## src/rtl/rate_counter_pkg.sv

```systemverilog
// Shared types and default rates for the rate-divided display counter.
package rate_counter_pkg;

    typedef enum logic [1:0] {
        FREQ_FULL       = 2'b00,
        FREQ_1HZ        = 2'b01,
        FREQ_HALF_HZ    = 2'b10,
        FREQ_QUARTER_HZ = 2'b11
    } freq_sel_t;

    localparam int unsigned CLK_HZ         = 50_000_000;
    localparam int unsigned DIV_1HZ        = CLK_HZ - 1;
    localparam int unsigned DIV_HALF_HZ    = 2 * CLK_HZ - 1;
    localparam int unsigned DIV_QUARTER_HZ = 4 * CLK_HZ - 1;

    // Reload value for the divider; the step period is reload + 1 enabled cycles.
    function automatic int unsigned div_reload(
        input freq_sel_t   sel,
        input int unsigned div_1,
        input int unsigned div_2,
        input int unsigned div_3
    );
        int unsigned r;
        r = 0;
        unique case (sel)
            FREQ_FULL:       r = 0;
            FREQ_1HZ:        r = div_1;
            FREQ_HALF_HZ:    r = div_2;
            FREQ_QUARTER_HZ: r = div_3;
        endcase
        return r;
    endfunction

endpackage

```

## src/rtl/rate_tick_gen.sv

```systemverilog
// Rate divider: counts enabled cycles down to zero and raises a step strobe.
// A rate change or parallel load restarts the period at the newly selected rate.
module rate_tick_gen
    import rate_counter_pkg::*;
#(
    parameter int unsigned DIV_W = 28,
    parameter int unsigned DIV_1 = DIV_1HZ,
    parameter int unsigned DIV_2 = DIV_HALF_HZ,
    parameter int unsigned DIV_3 = DIV_QUARTER_HZ
) (
    input  logic      clock,
    input  logic      reset,
    input  logic      enable,
    input  freq_sel_t freq,
    input  logic      par_load,
    output logic      step
);

    logic [DIV_W-1:0] div_cnt_q, div_cnt_d;
    logic [DIV_W-1:0] sel_div;
    freq_sel_t        freq_q;
    logic             freq_chg;

    always_comb begin
        sel_div  = DIV_W'(div_reload(freq, DIV_1, DIV_2, DIV_3));
        freq_chg = (freq != freq_q);
        step     = enable && (div_cnt_q == '0) && !par_load && !freq_chg;
    end

    // Load and rate change reload even while disabled so the new period starts clean.
    always_comb begin
        div_cnt_d = div_cnt_q;
        if (par_load || freq_chg || step) begin
            div_cnt_d = sel_div;
        end else if (enable) begin
            div_cnt_d = div_cnt_q - DIV_W'(1);
        end
    end

    always_ff @(posedge clock or posedge reset) begin
        if (reset) begin
            div_cnt_q <= '0;
            freq_q    <= FREQ_FULL;
        end else begin
            div_cnt_q <= div_cnt_d;
            freq_q    <= freq;
        end
    end

endmodule

```

## src/rtl/rate_counter_param.sv

```systemverilog
// Up/down display counter stepped by rate_tick_gen, with parallel load and wrap/saturate.
// Define RATE_COUNTER_LIMIT_EN to add a runtime upper bound input 'limit'.
module rate_counter_param
    import rate_counter_pkg::*;
#(
    parameter int unsigned WIDTH = 4,
    parameter int unsigned DIV_W = 28,
    parameter int unsigned DIV_1 = DIV_1HZ,
    parameter int unsigned DIV_2 = DIV_HALF_HZ,
    parameter int unsigned DIV_3 = DIV_QUARTER_HZ
) (
    input  logic             clock,
    input  logic             reset,
    input  logic             enable,
    input  logic [1:0]       freq,
    input  logic             par_load,
    input  logic [WIDTH-1:0] load,
    input  logic             up_down,
    input  logic             sat,
`ifdef RATE_COUNTER_LIMIT_EN
    input  logic [WIDTH-1:0] limit,
`endif
    output logic [WIDTH-1:0] q,
    output logic             tick,
    output logic             wrap
);

    logic             step;
    logic [WIDTH-1:0] max_val;
    logic [WIDTH-1:0] q_q, q_d;
    logic             tick_q, tick_d;
    logic             wrap_q, wrap_d;

    rate_tick_gen #(
        .DIV_W (DIV_W),
        .DIV_1 (DIV_1),
        .DIV_2 (DIV_2),
        .DIV_3 (DIV_3)
    ) u_tick_gen (
        .clock    (clock),
        .reset    (reset),
        .enable   (enable),
        .freq     (freq_sel_t'(freq)),
        .par_load (par_load),
        .step     (step)
    );

`ifdef RATE_COUNTER_LIMIT_EN
    assign max_val = limit;
`else
    assign max_val = '1;
`endif

    // Up-count bound uses >= so a loaded value above the limit is treated as at the bound.
    always_comb begin
        q_d    = q_q;
        tick_d = 1'b0;
        wrap_d = 1'b0;
        if (par_load) begin
            q_d = load;
        end else if (step) begin
            tick_d = 1'b1;
            if (up_down) begin
                if (q_q >= max_val) begin
                    q_d    = sat ? max_val : '0;
                    wrap_d = !sat;
                end else begin
                    q_d = q_q + WIDTH'(1);
                end
            end else begin
                if (q_q == '0) begin
                    q_d    = sat ? '0 : max_val;
                    wrap_d = !sat;
                end else begin
                    q_d = q_q - WIDTH'(1);
                end
            end
        end
    end

    always_ff @(posedge clock or posedge reset) begin
        if (reset) begin
            q_q    <= '0;
            tick_q <= 1'b0;
            wrap_q <= 1'b0;
        end else begin
            q_q    <= q_d;
            tick_q <= tick_d;
            wrap_q <= wrap_d;
        end
    end

    assign q    = q_q;
    assign tick = tick_q;
    assign wrap = wrap_q;

endmodule

```

## config.mk

```make
export PLATFORM = sky130hd
export DESIGN_NAME = rate_counter_param
export DESIGN_NICKNAME = d
export VERILOG_FILES = /design/src/rtl/rate_counter_pkg.sv /design/src/rtl/rate_tick_gen.sv /design/src/rtl/rate_counter_param.sv
export SDC_FILE = /design/constraint.sdc
export NUM_CORES = 1
export LEC_CHECK = 0
export CELL_PAD_IN_SITES_DETAIL_PLACEMENT = 1
export CELL_PAD_IN_SITES_GLOBAL_PLACEMENT = 2
export CORE_ASPECT_RATIO = 1.1
export CORE_MARGIN = 3
export CORE_UTILIZATION = 35
export CTS_BUF_LIST = sky130_fd_sc_hd__clkbuf_8
export DETAILED_ROUTE_END_ITERATION = 10
export PLACE_DENSITY = 0.87
export SLEW_MARGIN = 10
export SYNTH_ARGS = -nofsm -noshare
export SYNTH_HDL_FRONTEND = slang
export SYNTH_SLANG_ARGS = --single-unit
```

## constraint.sdc

```tcl
create_clock -name clock -period 1.79 [get_ports clock]
set_input_delay 0.358 -clock clock [delete_from_list [all_inputs] [get_ports clock]]
set_output_delay 0.358 -clock clock [all_outputs]
set_load 0.1 [all_outputs]
```

==> run_results.csv, run 1 <==
group,metric,value,unit
placed_design,gp_congestion,0.822,
cells_and_area,area_growth,58.1,%
placed_design,hpwl,5610,µm
route,avgRoutedWirePerCell,20.2,µm
power,switching_share,0.333,
cells_and_area,final_common_cell,"buf_4",
critical_path,path_class,"reg2reg",
placed_design,post-place-cells,415,
power,clockPowerShare,0.297,
cells_and_area,seq_area,912,µm²
route,vias,2356,
critical_path,path_cells,"or4_4, and4bb_2, a31oi_4, nor2b_4, buf_6, a21oi_2",
clocking,hold_buffers,0,
global_route,antenna_found_initial,0,
critical_path,r2r_start,"u_tick_gen.div_cnt_q[16]",
cells_and_area,n_fill_cell,709,
cells_and_area,final_nets,369,
route,viasPerCell,5.49,
clocking,cts_root_buffer,"clkbuf_8",
power,power_density,667,mW/mm²
power,power.switching,0.817,mW
sta,fin_skew,0.00567,ns
route,drt_first_pass_iters,4,
logic_synthesis,async_flop_share,1.00,
sta,timing.final.crit_period,2.07,ns
global_route,use_met2,0.438,
cells_and_area,finalNonFillerCells,429,
global_route,met3_usage,0.0399,
clocking,path_clk_slew,0.08,ns
logic_synthesis,ys_warn_count,0,
global_route,grt_usage,0.240,
global_route,grt-ovfl-total,0,
cells_and_area,layout_common_cells,"76 x buf_4, 31 x dfrtp_1, 17 x nand2_1",
floorplan,die_h,91.5,µm
placed_design,place_area,0.00331,mm²
sta,finalHoldViolCount,0,
clocking,cts_tree,"built",
logic_synthesis,synth_cell_types,53,
clocking,cts_buffers,5,
global_route,grt_pass1_vias,2714,
sta,finalMaxSlewViolations,0,
cells_and_area,drive_above_1_share,0.447,
route,totalWireLength,8660,µm
clocking,clk_latency,0.30,ns
power,internal_power,1.64,mW
cells_and_area,num_antenna_cells,0,
clocking,cts_buffer_depth,2,
logic_synthesis,synthTopCellsByArea,"dfrtp_1 39%, a21oi_1 6.2%, xnor2_1 5.3%",
critical_path,worstSetupStartpoint,"u_tick_gen.div_cnt_q[16]",
sta,fmax,482,MHz
cells_and_area,multi_input_area,0.00159,mm²
placed_design,port_buffers,17,
status,status,"complete, but fails checks",
sta,finalSetupViolCount,32,
critical_path,worstPathMaxFanout,6,
critical_path,slowest_stage,"or4_4",
cells_and_area,final_util,0.583,
critical_path,r2r-end,"u_tick_gen.div_cnt_q[2]",
logic_synthesis,syn_nets,270,
clocking,cts.sinks,36,
critical_path,cp.required,1.97,ns
placed_design,dpl_worst_slack,-0.678,ns
sta,setup_ws,-0.285,ns
sta,max_slew.worst_pin.slew,0.402,ns
global_route,grtUsageMet1,0.268,
logic_synthesis,yosysSeqAreaShare,0.387,
cells_and_area,fin_area,0.00368,mm²
floorplan,ios,18,
floorplan,rows,30,
critical_path,setup.worst_path.start_class,"register",
critical_path,crit_path_max_incr_delay,0.56,ns
power,p_leak,1.56,nW
critical_path,crit_arrival,2.26,ns
logic_synthesis,syn_inst,249,
logic_synthesis,synth_edf_count,0,
logic_synthesis,syn_area_per_cell,9.35,µm²
global_route,busiest_layer,"met2",
flow_run,max-cap-violations,0,
global_route,grt_max_degree,37,
power,power_frac_comb,0.304,
logic_synthesis,syn_area,0.00233,mm²
route,drt_iter0_markers,92,
power,max-vdd-ir-drop,0.396,mV
critical_path,end_kind,"register",
logic_synthesis,netlist.area_leader.share,0.387,
logic_synthesis,synthFlopType,"dfrtp_1",
logic_synthesis,synth_top_cell_by_area,"dfrtp_1",
clocking,h-tree-depth,2,
sta,finalCritPeriodShare,1.16,
route,drc,0,
floorplan,dieArea,0.00767,mm²
floorplan,core-area,0.00631,mm²
route,postRouteAntennaNets,0,
min_path,hold_class,"in2async",
global_route,grt_pass1_wl,14300,µm
logic_synthesis,synth-seq-cells,36,
floorplan,die_x,83.8,µm
power,seqPwrFrac,0.399,
critical_path,reg2reg_slack,-0.28,ns
status,violations,"negative setup slack",
floorplan,initial_core_util,0.369,
sta,rsz0062_at_grt,"yes",
critical_path,rr_worst_depth,6,
sta,relSlewSlack,0.725,
==> cell type report <==
cell class / count / share of cell area
Sequential cell: 36 / 0.248
Multi-Input combinational cell: 191 / 0.433
Tap cell: 80 / 0.0272
Clock buffer: 5 / 0.0187
Clock inverter: 3 / 0.0105
Inverter: 10 / 0.0102
Timing Repair Buffer: 104 / 0.253
==> power by group through the flow <==
stage          Clock [mW]  Combinational [mW]  Sequential (mW)
2_1_floorplan           0               0.290             1.03
3_3_place_gp            0               0.635            0.967
3_5_place_dp            0               0.661            0.972
4_1_cts             0.743               0.695            0.967
5_1_grt             0.781               0.801            0.989
6_report            0.729               0.745            0.980
==> worst max-delay path, delay by kind of cell (launching register included) <==
| family | cells | cell delay (ns) |
|---|---|---|
| simple gates | 3 | 1.19 |
| flops | 1 | 0.41 |
| compound gates | 2 | 0.19 |
| buf+inv | 1 | 0.16 |
==> synthesized netlist by cell type (3+ instances only) <==
master	number
or3_1	3
nand3_1	3
nor2_1	18
dfrtp_1	36
nand4_1	4
nor4_1	12
ha_1	9
nor3_1	10
clkbuf_1	4
xnor2_1	14
mux2i_1	3
nand2b_1	3
buf_2	6
nor4b_1	4
and2_1	5
xor2_1	12
o21ai_0	7
inv_1	10
a21oi_1	29
nand2_1	19
==> metrics by stage <==
| stage | hold slack [ns] | total power [mW] | TNS (ns) |
|---|---|---|---|
| 2_1_floorplan | 0.389 | 1.32 | -1.09 |
| 3_3_place_gp | 0.599 | 1.60 | -15.35 |
| 3_5_place_dp | 0.599 | 1.63 | -18.55 |
| 4_1_cts | 0.411 | 2.40 | -6.51 |
| 5_1_grt | 0.421 | 2.57 | -8.94 |
| 6_report | 0.405 | 2.45 | -7.11 |
==> how the worst max path moves through the flow <==
stage / to / slack [ns] / cells past startpoint
2_1_floorplan: q[3] / -0.10 / 7
6_report: u_tick_gen.div_cnt_q[2] / -0.28 / 6
3_5_place_dp: u_tick_gen.div_cnt_q[11] / -0.68 / 6
5_1_grt: u_tick_gen.div_cnt_q[5] / -0.34 / 6
3_3_place_gp: u_tick_gen.div_cnt_q[23] / -0.58 / 6
4_1_cts: u_tick_gen.div_cnt_q[2] / -0.25 / 6
==> sequential cells by signal, indices dropped and copies added (netlist names) <==
signal and cells:
q 4, u_tick_gen.freq_q 2, tick 1, wrap 1, u_tick_gen.div_cnt_q 28
==> kinds of logic (layout without fill, tap and decap cells) <==
| logic type | after synthesis | count (layout) | synth area share |
|---|---|---|---|
| AND/OR/NAND/NOR | 99 | 99 | 0.266 |
| AO/OA/AOI/OAI | 54 | 54 | 0.145 |
| flip-flops | 36 | 36 | 0.387 |
| XOR/XNOR | 26 | 26 | 0.0979 |
| buffers and inverters | 22 | 122 | 0.0435 |
| adder cells (fa/ha/maj) | 9 | 9 | 0.0484 |
| multiplexers | 3 | 3 | 0.0129 |
==> what timing repair did <==
item,4_1_cts,5_1_grt
gates resized for setup,21,23
pin swaps,10,7
setup buffers,6,0
setup endpoints to repair,34,34
==> routing by layer <==
| metal | up-vias | wire, µm |
|---|---|---|
| met2 | 57 | 4580 |
| met4 | 0 | 399 |
| met1 | 1186 | 3400 |
| met5 | - | 0 |
| met3 | 28 | 270 |
| li1 | 1085 | - |
Note: power is estimated with default switching activity, not from simulation.
==> inputs of run 2 (changes only) <==
- RECOVER_POWER: unset -> 100
- clock period: 1.79 -> 1.8 ns (I/O delays scaled with it)
==> run_results.csv, run 2 (synthesis gave the netlist of run 1 again) <==
group,metric,value,unit
status,status,"complete, but fails checks",
status,violations,"negative setup slack",
global_route,grt_pass1_wl,13800,µm
floorplan,die_x,83.8,µm
clocking,cts_buffer_depth,2,
critical_path,r2r_start,"u_tick_gen.div_cnt_q[8]",
cells_and_area,area_growth,60.4,%
cells_and_area,final_util,0.592,
floorplan,ios,18,
floorplan,dieArea,0.00767,mm²
floorplan,rows,30,
route,vias,2438,
route,drt_first_pass_iters,4,
power,p_total,2.40,mW
clocking,cts_buffers,5,
global_route,antenna_found_initial,0,
placed_design,port_buffers,17,
power,p_leak,1.60,nW
cells_and_area,final_nets,366,
critical_path,slowest_stage,"or4_1",
floorplan,core-area,0.00631,mm²
global_route,grt-ovfl-total,0,
placed_design,dpl_worst_slack,-0.553,ns
cells_and_area,seq_area,910,µm²
min_path,min_from,"freq[0]",
power,seqPwrFrac,0.411,
route,postRouteAntennaNets,0,
route,drt_iter0_markers,80,
power,power_density,643,mW/mm²
power,power.switching,0.861,mW
cells_and_area,layout_common_cells,"65 x buf_4, 33 x dfrtp_1, 17 x nand2_1",
sta,finalSetupViolCount,33,
sta,setup_ws,-0.302,ns
placed_design,hpwl,5380,µm
critical_path,r2r-end,"u_tick_gen.div_cnt_q[24]",
sta,fin_skew,0.00770,ns
clocking,cts.sinks,36,
critical_path,end_kind,"register",
sta,final.setup.tns,-7.71,ns
cells_and_area,top_register,"u_tick_gen.div_cnt_q",
cells_and_area,drive_above_1_share,0.457,
sta,finalHoldViolCount,0,
sta,finalCritPeriodShare,1.17,
sta,relSlewSlack,0.356,
sta,timing.final.crit_period,2.10,ns
cells_and_area,multi_input_area,0.00169,mm²
power,switching_share,0.359,
floorplan,initial_core_util,0.369,
min_path,hold_class,"in2reg",
critical_path,path_class,"reg2reg",
clocking,cts_tree,"built",
min_path,hold_path_depth,2,
route,drc,0,
global_route,grt_pass1_vias,2652,
cells_and_area,n_fill_cell,688,
global_route,grt_max_degree,37,
route,avgRoutedWirePerCell,23.5,µm
critical_path,setup.worst_path.start_class,"register",
power,max-vdd-ir-drop,0.485,mV
cells_and_area,largest_reg_flops,28,
clocking,h-tree-depth,2,
sta,rsz0062_at_grt,"yes",
critical_path,reg2reg_slack,-0.30,ns
critical_path,crit_arrival,2.28,ns
route,totalWireLength,10000,µm
power,clockPowerShare,0.263,
route,viasPerCell,5.72,
cells_and_area,num_antenna_cells,0,
sta,finalMaxSlewViolations,0,
global_route,grt_usage,0.230,
power,power_frac_comb,0.326,
critical_path,cp.required,1.98,ns
critical_path,rr_worst_depth,6,
critical_path,worstPathMaxFanout,6,
floorplan,die_h,91.5,µm
critical_path,crit_path_max_incr_delay,0.55,ns
clocking,clk_latency,0.30,ns
sta,fmax,476,MHz
clocking,cts_root_buffer,"clkbuf_8",
power,internal_power,1.54,mW
clocking,path_clk_slew,0.08,ns
placed_design,gp_congestion,0.813,
cells_and_area,final_common_cell,"buf_4",
critical_path,path_cells,"nor4_4, buf_4, nand2_2, or4_1, mux2i_1, a21oi_2",
sta,max_slew.worst_pin.slew,0.966,ns
min_path,worstHoldEndpoint,"u_tick_gen.freq_q[0]",
flow_run,max-cap-violations,0,
## run 2: changes by cell type in the layout (fill, tap and decap cells not counted), moves of 3 or more
cell	before	now
clkbuf_2	0	4
dlymetal6s2s_1	0	3
buf_4	76	65
buf_12	7	4
xor2_2	0	3
clkbuf_1	0	3
xor2_1	12	9
a21oi_1	15	12
dlygate4sd2_1	3	0
## run 2: stage by stage
stage          cell area [µm²]  hold WS (ns)  std cells
3_3_place_gp              3230         0.576        403
3_5_place_dp              3230         0.617        403
4_1_cts                   3560         0.421        421
5_1_grt                   3730         0.432        426
2_1_floorplan             2430         0.391        249
6_report                  3730         0.423        426
## run 2: area by class of cell
| cell class | instances | share of cell area |
|---|---|---|
| clock buffers | 6 | 0.0221 |
| clock inverters | 2 | 0.00302 |
| inverters | 10 | 0.0101 |
| multi-input cells | 191 | 0.453 |
| flip-flops and latches | 36 | 0.244 |
| well taps | 80 | 0.0268 |
| repair buffers | 101 | 0.242 |
## run 2: critical path: cells and delay by family (launching register included)
kind / cells / cell delay [ns]
AOI/OAI and AO/OA: 1 / 0.10
buffers and inverters: 1 / 0.20
DFF: 1 / 0.42
muxes: 1 / 0.30
and+or+nand+nor: 3 / 0.94
## run 2: power by group through the flow
stage	clock [mW]	sequential, mW	combinational (mW)
after floorplan	0	1.02	0.287
after global placement	0	0.969	0.611
after detailed placement	0	0.973	0.636
after CTS	0.615	0.967	0.691
after global routing	0.674	0.993	0.829
final	0.630	0.987	0.782
## run 2: routing by layer
layer,track usage,vias to the layer above,wire length (µm)
li1,-,1082,-
met1,0.247,1253,3790
met2,0.437,71,5430
met3,0.0399,32,404
met4,0.0992,0,401
met5,0,-,0
## run 2: repair_timing
action | in CTS | in global routing
endpoints found under the setup margin | 33 | 34
pin swaps | 7 | 12
setup buffers | 9 | 3
gates resized for setup | 29 | 38
gates cloned | 1 | 2
hold buffers | 0 | 0
## run 2: how the worst max path moves through the flow
stage / start / endpoint / slack (ns) / cells after the start
3_5_place_dp: enable / u_tick_gen.div_cnt_q[11] / -0.55 / 6
4_1_cts: u_tick_gen.div_cnt_q[16] / u_tick_gen.div_cnt_q[26] / -0.19 / 7
5_1_grt: u_tick_gen.div_cnt_q[8] / u_tick_gen.div_cnt_q[24] / -0.37 / 6
2_1_floorplan: q[0] / q[3] / -0.09 / 7
6_report: u_tick_gen.div_cnt_q[8] / u_tick_gen.div_cnt_q[24] / -0.30 / 6
3_3_place_gp: enable / u_tick_gen.div_cnt_q[23] / -0.50 / 6
